**config.mk**
```make
export PLATFORM = sky130hd
export DESIGN_NAME = ram_mp_delayed_flat
export DESIGN_NICKNAME = d
export VERILOG_FILES = /design/src/rtl/ram_mp_delayed_if.sv /design/src/rtl/ram_mp_delayed.sv /design/src/flat_wrapper.sv
export SDC_FILE = /design/constraint.sdc
export NUM_CORES = 2
export LEC_CHECK = 0
export ABC_CLOCK_PERIOD_IN_PS = 3400
export CAP_MARGIN = 5
export CORE_MARGIN = 2
export CORE_UTILIZATION = 55
export CTS_BUF_LIST = sky130_fd_sc_hd__clkbuf_4 sky130_fd_sc_hd__clkbuf_8 sky130_fd_sc_hd__clkbuf_16
export CTS_CLUSTER_DIAMETER = 30
export DETAILED_ROUTE_END_ITERATION = 12
export GPL_TIMING_DRIVEN = 0
export HOLD_SLACK_MARGIN = 0.08
export PLACE_DENSITY_LB_ADDON = 0.05
export REMOVE_ABC_BUFFERS = 1
export SLEW_MARGIN = 20
export SYNTH_ARGS = -nofsm -noshare
export SYNTH_HDL_FRONTEND = slang
export SYNTH_SLANG_ARGS = --single-unit
export TNS_END_PERCENT = 30
```
**constraint.sdc**
```tcl
create_clock -name clk -period 3.4 [get_ports clk]
set_input_delay 0.51 -clock clk [delete_from_list [all_inputs] [get_ports clk]]
set_output_delay 0.51 -clock clk [all_outputs]
set_load 0.005 [all_outputs]
```
**src/rtl/ram_mp_delayed_if.sv**
```systemverilog
// Bus bundle for ram_mp_delayed: read ports, delayed write port and debug port.
// rvalid[i] is a one-cycle strobe with no ready: high after an edge that sampled ren[i], rdata holds otherwise.
interface ram_mp_delayed_if #(
  parameter int WIDTH = 32,
  parameter int AW    = 5,
  parameter int NRD   = 1,
  parameter int PW    = 4
);
  logic [NRD*AW-1:0]    raddr;
  logic [NRD-1:0]       ren;
  logic [NRD*WIDTH-1:0] rdata;
  logic [NRD-1:0]       rvalid;
  logic [AW-1:0]        waddr;
  logic [WIDTH-1:0]     wdata;
  logic                 wen;
  logic [PW-1:0]        wr_pending;
  logic [AW-1:0]        debug_addr;
  logic [WIDTH-1:0]     debug_data;
  logic [AW-1:0]        debug_write_addr;
  logic [WIDTH-1:0]     debug_write_data;
  logic                 debug_write_en;

  modport master (
    output raddr, ren, waddr, wdata, wen, debug_addr,
           debug_write_addr, debug_write_data, debug_write_en,
    input  rdata, rvalid, wr_pending, debug_data
  );

  modport slave (
    input  raddr, ren, waddr, wdata, wen, debug_addr,
           debug_write_addr, debug_write_data, debug_write_en,
    output rdata, rvalid, wr_pending, debug_data
  );
endinterface

```
**src/rtl/ram_mp_delayed.sv**
```systemverilog
// Multi-read-port RAM with a WR_DELAY-stage write pipeline, optional read-after-write
// forwarding, and a combinational debug read / immediate debug write port.
module ram_mp_delayed #(
  parameter int WIDTH    = 32,
  parameter int DEPTH    = 32,
  parameter int AW       = 5,
  parameter int NRD      = 1,
  parameter int WR_DELAY = 1,
  parameter int FORWARD  = 0,
  parameter int PW       = 4
) (
  input logic             clk,
  input logic             rst,
  ram_mp_delayed_if.slave bus
);
  localparam int LAST = WR_DELAY - 1;

  logic [WIDTH-1:0]     mem [DEPTH];
  logic [WR_DELAY-1:0]  pv;
  logic [AW-1:0]        pa [WR_DELAY];
  logic [WIDTH-1:0]     pd [WR_DELAY];
  logic [AW-1:0]        ra [NRD];
  logic [WIDTH-1:0]     rd_next [NRD];
  logic [NRD*WIDTH-1:0] rdata_q;
  logic [NRD-1:0]       rvalid_q;
  logic [PW-1:0]        pend_cnt;

  function automatic logic in_range(input logic [AW-1:0] a);
    if (DEPTH >= (1 << AW)) return 1'b1;
    return 32'(a) < DEPTH;
  endfunction

  // Stage 0 is the youngest write; stage LAST commits on the next edge.
  always_ff @(posedge clk or posedge rst) begin
    if (rst) begin
      pv <= '0;
      for (int k = 0; k < WR_DELAY; k++) begin
        pa[k] <= '0;
        pd[k] <= '0;
      end
    end else begin
      pv[0] <= bus.wen;
      pa[0] <= bus.waddr;
      pd[0] <= bus.wdata;
      for (int k = 1; k < WR_DELAY; k++) begin
        pv[k] <= pv[k-1];
        pa[k] <= pa[k-1];
        pd[k] <= pd[k-1];
      end
    end
  end

  // Pipeline commit is written last so it overrides a same-address debug write.
  always_ff @(posedge clk) begin
    if (bus.debug_write_en && in_range(bus.debug_write_addr))
      mem[bus.debug_write_addr] <= bus.debug_write_data;
    if (pv[LAST] && in_range(pa[LAST]))
      mem[pa[LAST]] <= pd[LAST];
  end

  always_comb begin
    for (int i = 0; i < NRD; i++) ra[i] = bus.raddr[i*AW +: AW];
  end

  // Forwarding walks oldest to youngest so the youngest matching stage wins.
  always_comb begin
    for (int i = 0; i < NRD; i++) begin
      rd_next[i] = '0;
      if (in_range(ra[i])) begin
        rd_next[i] = mem[ra[i]];
        if (FORWARD != 0) begin
          if (bus.debug_write_en && (bus.debug_write_addr == ra[i]))
            rd_next[i] = bus.debug_write_data;
          for (int k = LAST; k >= 0; k--) begin
            if (pv[k] && (pa[k] == ra[i])) rd_next[i] = pd[k];
          end
        end
      end
    end
  end

  always_ff @(posedge clk or posedge rst) begin
    if (rst) begin
      rdata_q  <= '0;
      rvalid_q <= '0;
    end else begin
      rvalid_q <= bus.ren;
      for (int i = 0; i < NRD; i++) begin
        if (bus.ren[i]) rdata_q[i*WIDTH +: WIDTH] <= rd_next[i];
      end
    end
  end

  always_comb begin
    pend_cnt = '0;
    for (int k = 0; k < WR_DELAY; k++) pend_cnt = pend_cnt + PW'(pv[k]);
  end

  assign bus.rdata      = rdata_q;
  assign bus.rvalid     = rvalid_q;
  assign bus.wr_pending = pend_cnt;
  assign bus.debug_data = in_range(bus.debug_addr) ? mem[bus.debug_addr] : '0;
endmodule

```
**src/flat_wrapper.sv**
```systemverilog
// flat-port wrapper written by rule: the top's interface ports become plain ports
module ram_mp_delayed_flat 
#(
  parameter int WIDTH    = 32,
  parameter int DEPTH    = 32,
  parameter int AW       = 5,
  parameter int NRD      = 1,
  parameter int WR_DELAY = 1,
  parameter int FORWARD  = 0,
  parameter int PW       = 4
)
  (clk, rst, bus_raddr, bus_ren, bus_waddr, bus_wdata, bus_wen, bus_debug_addr, bus_debug_write_addr, bus_debug_write_data, bus_debug_write_en, bus_rdata, bus_rvalid, bus_wr_pending, bus_debug_data);
  ram_mp_delayed_if #(.WIDTH(WIDTH), .AW(AW), .NRD(NRD), .PW(PW)) bus_i ();
  input logic clk;
  input logic rst;
  input wire logic [$bits(bus_i.raddr)-1:0] bus_raddr;
  input wire logic [$bits(bus_i.ren)-1:0] bus_ren;
  input wire logic [$bits(bus_i.waddr)-1:0] bus_waddr;
  input wire logic [$bits(bus_i.wdata)-1:0] bus_wdata;
  input wire logic [$bits(bus_i.wen)-1:0] bus_wen;
  input wire logic [$bits(bus_i.debug_addr)-1:0] bus_debug_addr;
  input wire logic [$bits(bus_i.debug_write_addr)-1:0] bus_debug_write_addr;
  input wire logic [$bits(bus_i.debug_write_data)-1:0] bus_debug_write_data;
  input wire logic [$bits(bus_i.debug_write_en)-1:0] bus_debug_write_en;
  output wire logic [$bits(bus_i.rdata)-1:0] bus_rdata;
  output wire logic [$bits(bus_i.rvalid)-1:0] bus_rvalid;
  output wire logic [$bits(bus_i.wr_pending)-1:0] bus_wr_pending;
  output wire logic [$bits(bus_i.debug_data)-1:0] bus_debug_data;
  assign bus_i.raddr = bus_raddr;
  assign bus_i.ren = bus_ren;
  assign bus_i.waddr = bus_waddr;
  assign bus_i.wdata = bus_wdata;
  assign bus_i.wen = bus_wen;
  assign bus_i.debug_addr = bus_debug_addr;
  assign bus_i.debug_write_addr = bus_debug_write_addr;
  assign bus_i.debug_write_data = bus_debug_write_data;
  assign bus_i.debug_write_en = bus_debug_write_en;
  assign bus_rdata = bus_i.rdata;
  assign bus_rvalid = bus_i.rvalid;
  assign bus_wr_pending = bus_i.wr_pending;
  assign bus_debug_data = bus_i.debug_data;
  ram_mp_delayed #(.WIDTH(WIDTH), .DEPTH(DEPTH), .AW(AW), .NRD(NRD), .WR_DELAY(WR_DELAY), .FORWARD(FORWARD), .PW(PW)) u_core (.clk(clk), .rst(rst), .bus(bus_i));
endmodule
```
==> run summary <==
status = complete, but fails checks
failing checks = setup timing
CP max stage cell = nor2_4
fin util = 71.0%
Skew-Pair Late Insertion Delay = 0.87 ns
syn_area_per_cell = 15.5 um2
Non-Filler Instances = 5938
Slew headroom = 23.6%
worst ir drop on vdd = 0.567 mV
MaxCap Viol Count = 0
Max Slew Vio Count = 0
GRT Residual Overflow = 0
initial DRC count = 6252
final setup skew = 0.0463 ns
Gate Count Post-Synth = 4041
fin area = 79900 um2
CTS Buffer Depth = 4
num rows = 123
Clk pin slew, worst setup/hold paths = 0.05 ns
Post-synth EDFFs = 1024
Die X = 341 um
DIE AREA = 116000 um2
Min-Delay Path Class = input pin to register
minimum clock period = 3.41 ns
Worst EP required = 3.97 ns
Vias/cell = 7.36
Pleak = 28.5 nW
critical path fanouts, max = 14
sequential area share after synthesis = 52.0%
period utilisation layout = 100%
crit path DAT = 3.98 ns
WL final = 240 mm
share of cells above drive strength 1 = 49.6%
#FFs+latches synth = 1095
Placed Area = 69900 um2
Yosys cell types = 32
Die Ht = 341 um
Initial Util = 55.5%
P&R area growth vs syn = 27.9%
Setup-failing EPs final = 5
PD cells = 575 nW/um2
synth cell count leaders = mux2_2, edfxtp_1, mux2i_1, clkbuf_1, mux4_2
antenna viol nets, final = 0
Worst-Margin Slew = 1.14 ns
largest net degree at the start of global routing = 73
dpl cells = 5395
synth warn = 0
critical path type = register to register
top cells by area, synth = edfxtp_1, mux2_2, mux4_2
vias = 43700
final hold violation count = 0
top-area cell type share of the netlist area = 49.2%
first-pass GRT wire length = 333 mm
nets = 4313
fmax = 293 MHz
first drt pass iteration count = 7
initial antenna violation count = 9
DP HPWL = 149 mm
PortBufs = 154
H-tree levels = 5
core outline area = 113000 um2
CTS Buf Count = 286
CP Launch Type = register
crit path cell chain = nand3_1 > nor2_4 > buf_12 > mux2_2
TritonCTS clock tree = done
vias in the first global route = 45300
Async SR Flop Fraction = 6.48%
CP peak stage delay = 1.02 ns
Sink Count = 1095
Synth Cell Area = 62500 um2
Worst setup EP type = register
DRC violations left = 0
IO Count = 158
Hold Slack = 0.114 ns
area leader, netlist = edfxtp_1
worst setup margin = -0.0119 ns
unrepaired setup endpoints after global routing = yes
GR Util All Layers = 40.9%
Top FF cell, synth = edfxtp_1
GP Congestion = 0.777
most common cell in the synthesized netlist = mux2_2
CTS Root Cell = clkbuf_16
post-DR wirelength/cell = 40.4 um
cell families (layout without fill, tap and decap cells):
| kind of cell | count (synthesis) | in the layout | share of synthesized area (%) |
|---|---|---|---|
| buffers and inverters | 507 | 899 | 3.33 |
| AND/OR/NAND/NOR | 102 | 102 | 0.905 |
| multiplexers | 1920 | 1920 | 39.3 |
| other | 1 | 6 | 0.00600 |
| flip-flops | 1095 | 1095 | 52.0 |
| AO/OA/AOI/OAI | 416 | 416 | 4.39 |
registers in the layout (all words and copies together), names as in the netlist:
register           count
u_core.pv              1
u_core.pd             32
u_core.bus.rvalid      1
u_core.pa              5
u_core.mem          1024
u_core.bus.rdata      32
power by group:
| part | internal [W] | switching [W] | total, W |
|---|---|---|---|
| combinational | 0.00208 | 0.00211 | 0.00419 |
| sequential | 0.0152 | 0.000339 | 0.0155 |
| clock | 0.0184 | 0.00787 | 0.0263 |
per-layer routing:
metal  routed length (um)  up-vias  track usage (%)
met4                20000       10             29.0
met5                   74        -           0.0408
met2               112000     3571             64.8
met1                79900    22100             48.9
met3                27600     1155             10.7
li1                     -    16800                -
worst max-delay path: cells and delay by family, from the launching register on:
| kind | cells | cell delay [ns] |
|---|---|---|
| buf+inv | 1 | 0.29 |
| simple gates | 2 | 1.85 |
| mux | 1 | 0.36 |
| flops | 1 | 0.60 |
final cells by class:
type,count,area (um2)
multi-input cells,2441,28700
clock buffers,373,7960
inverters,1,8.76
fillers,7049,32700
flip-flops and latches,1095,32500
clock inverters,126,1430
well taps,1500,1880
diodes,3,7.51
repair buffers,399,7470
stage by stage:
step	total power, W	TNS [ns]	worst slack, ns
6_report	0.0459	-0.0270	-0.0119
5_1_grt	0.0470	-0.00988	-0.00988
4_1_cts	0.0459	-0.141	-0.141
3_5_place_dp	0.0197	-36.86	-1.07
3_3_place_gp	0.0210	-9221.28	-23.97
2_1_floorplan	0.0175	-242.88	-2.36
final timing paths:
kind | start | endpoint | slack (ns) | cells after the start
max | u_core.pa[4] | u_core.mem[29][27] | -0.01 | 4
min | bus_wdata[18] | u_core.pd[18] | 0.11 | 1
max reg2reg | u_core.pa[4] | u_core.mem[29][27] | -0.01 | 4
min reg2reg | u_core.bus.rdata[16] | u_core.bus.rdata[16] | 0.50 | 1
max in group asynchronous | rst | u_core.bus.rdata[5] | 2.53 | 3
min in group asynchronous | rst | u_core.bus.rdata[14] | 0.14 | 2
cell usage in the layout, fill, tap and decap left out, types with 9 or more instances in the layout:
cell type | synthesis | final
buf_16 | 0 | 177
nor4_1 | 32 | 31
dlygate4sd3_1 | 0 | 12
o22ai_4 | 0 | 16
clkinv_1 | 0 | 30
o21ai_4 | 0 | 16
mux2_2 | 1080 | 1072
edfxtp_1 | 1024 | 1024
clkbuf_16 | 0 | 290
buf_4 | 8 | 19
buf_12 | 0 | 36
mux2i_1 | 512 | 512
dlygate4sd2_1 | 0 | 27
dfrtp_1 | 71 | 71
clkinvlp_4 | 0 | 15
nand3b_1 | 9 | 9
clkbuf_4 | 0 | 70
nand2_4 | 0 | 17
clkbuf_8 | 0 | 13
clkdlybuf4s50_1 | 0 | 110
clkinv_2 | 0 | 38
nor2_4 | 0 | 17
mux4_2 | 320 | 320
a22oi_1 | 256 | 256
bufinv_16 | 0 | 28
a21oi_1 | 128 | 128
what timing repair did:
item | 4_1_cts | 5_1_grt
buffers inserted | 18 | 0
endpoints found under the hold margin | 12 | 0
hold buffers | 12 | 0
pin swaps | 0 | 0
gates resized for setup | 55 | 3
gates cloned | 11 | 0
setup endpoints to repair | 215 | 4
No activity file was read; power rests on OpenSTA's default activity.
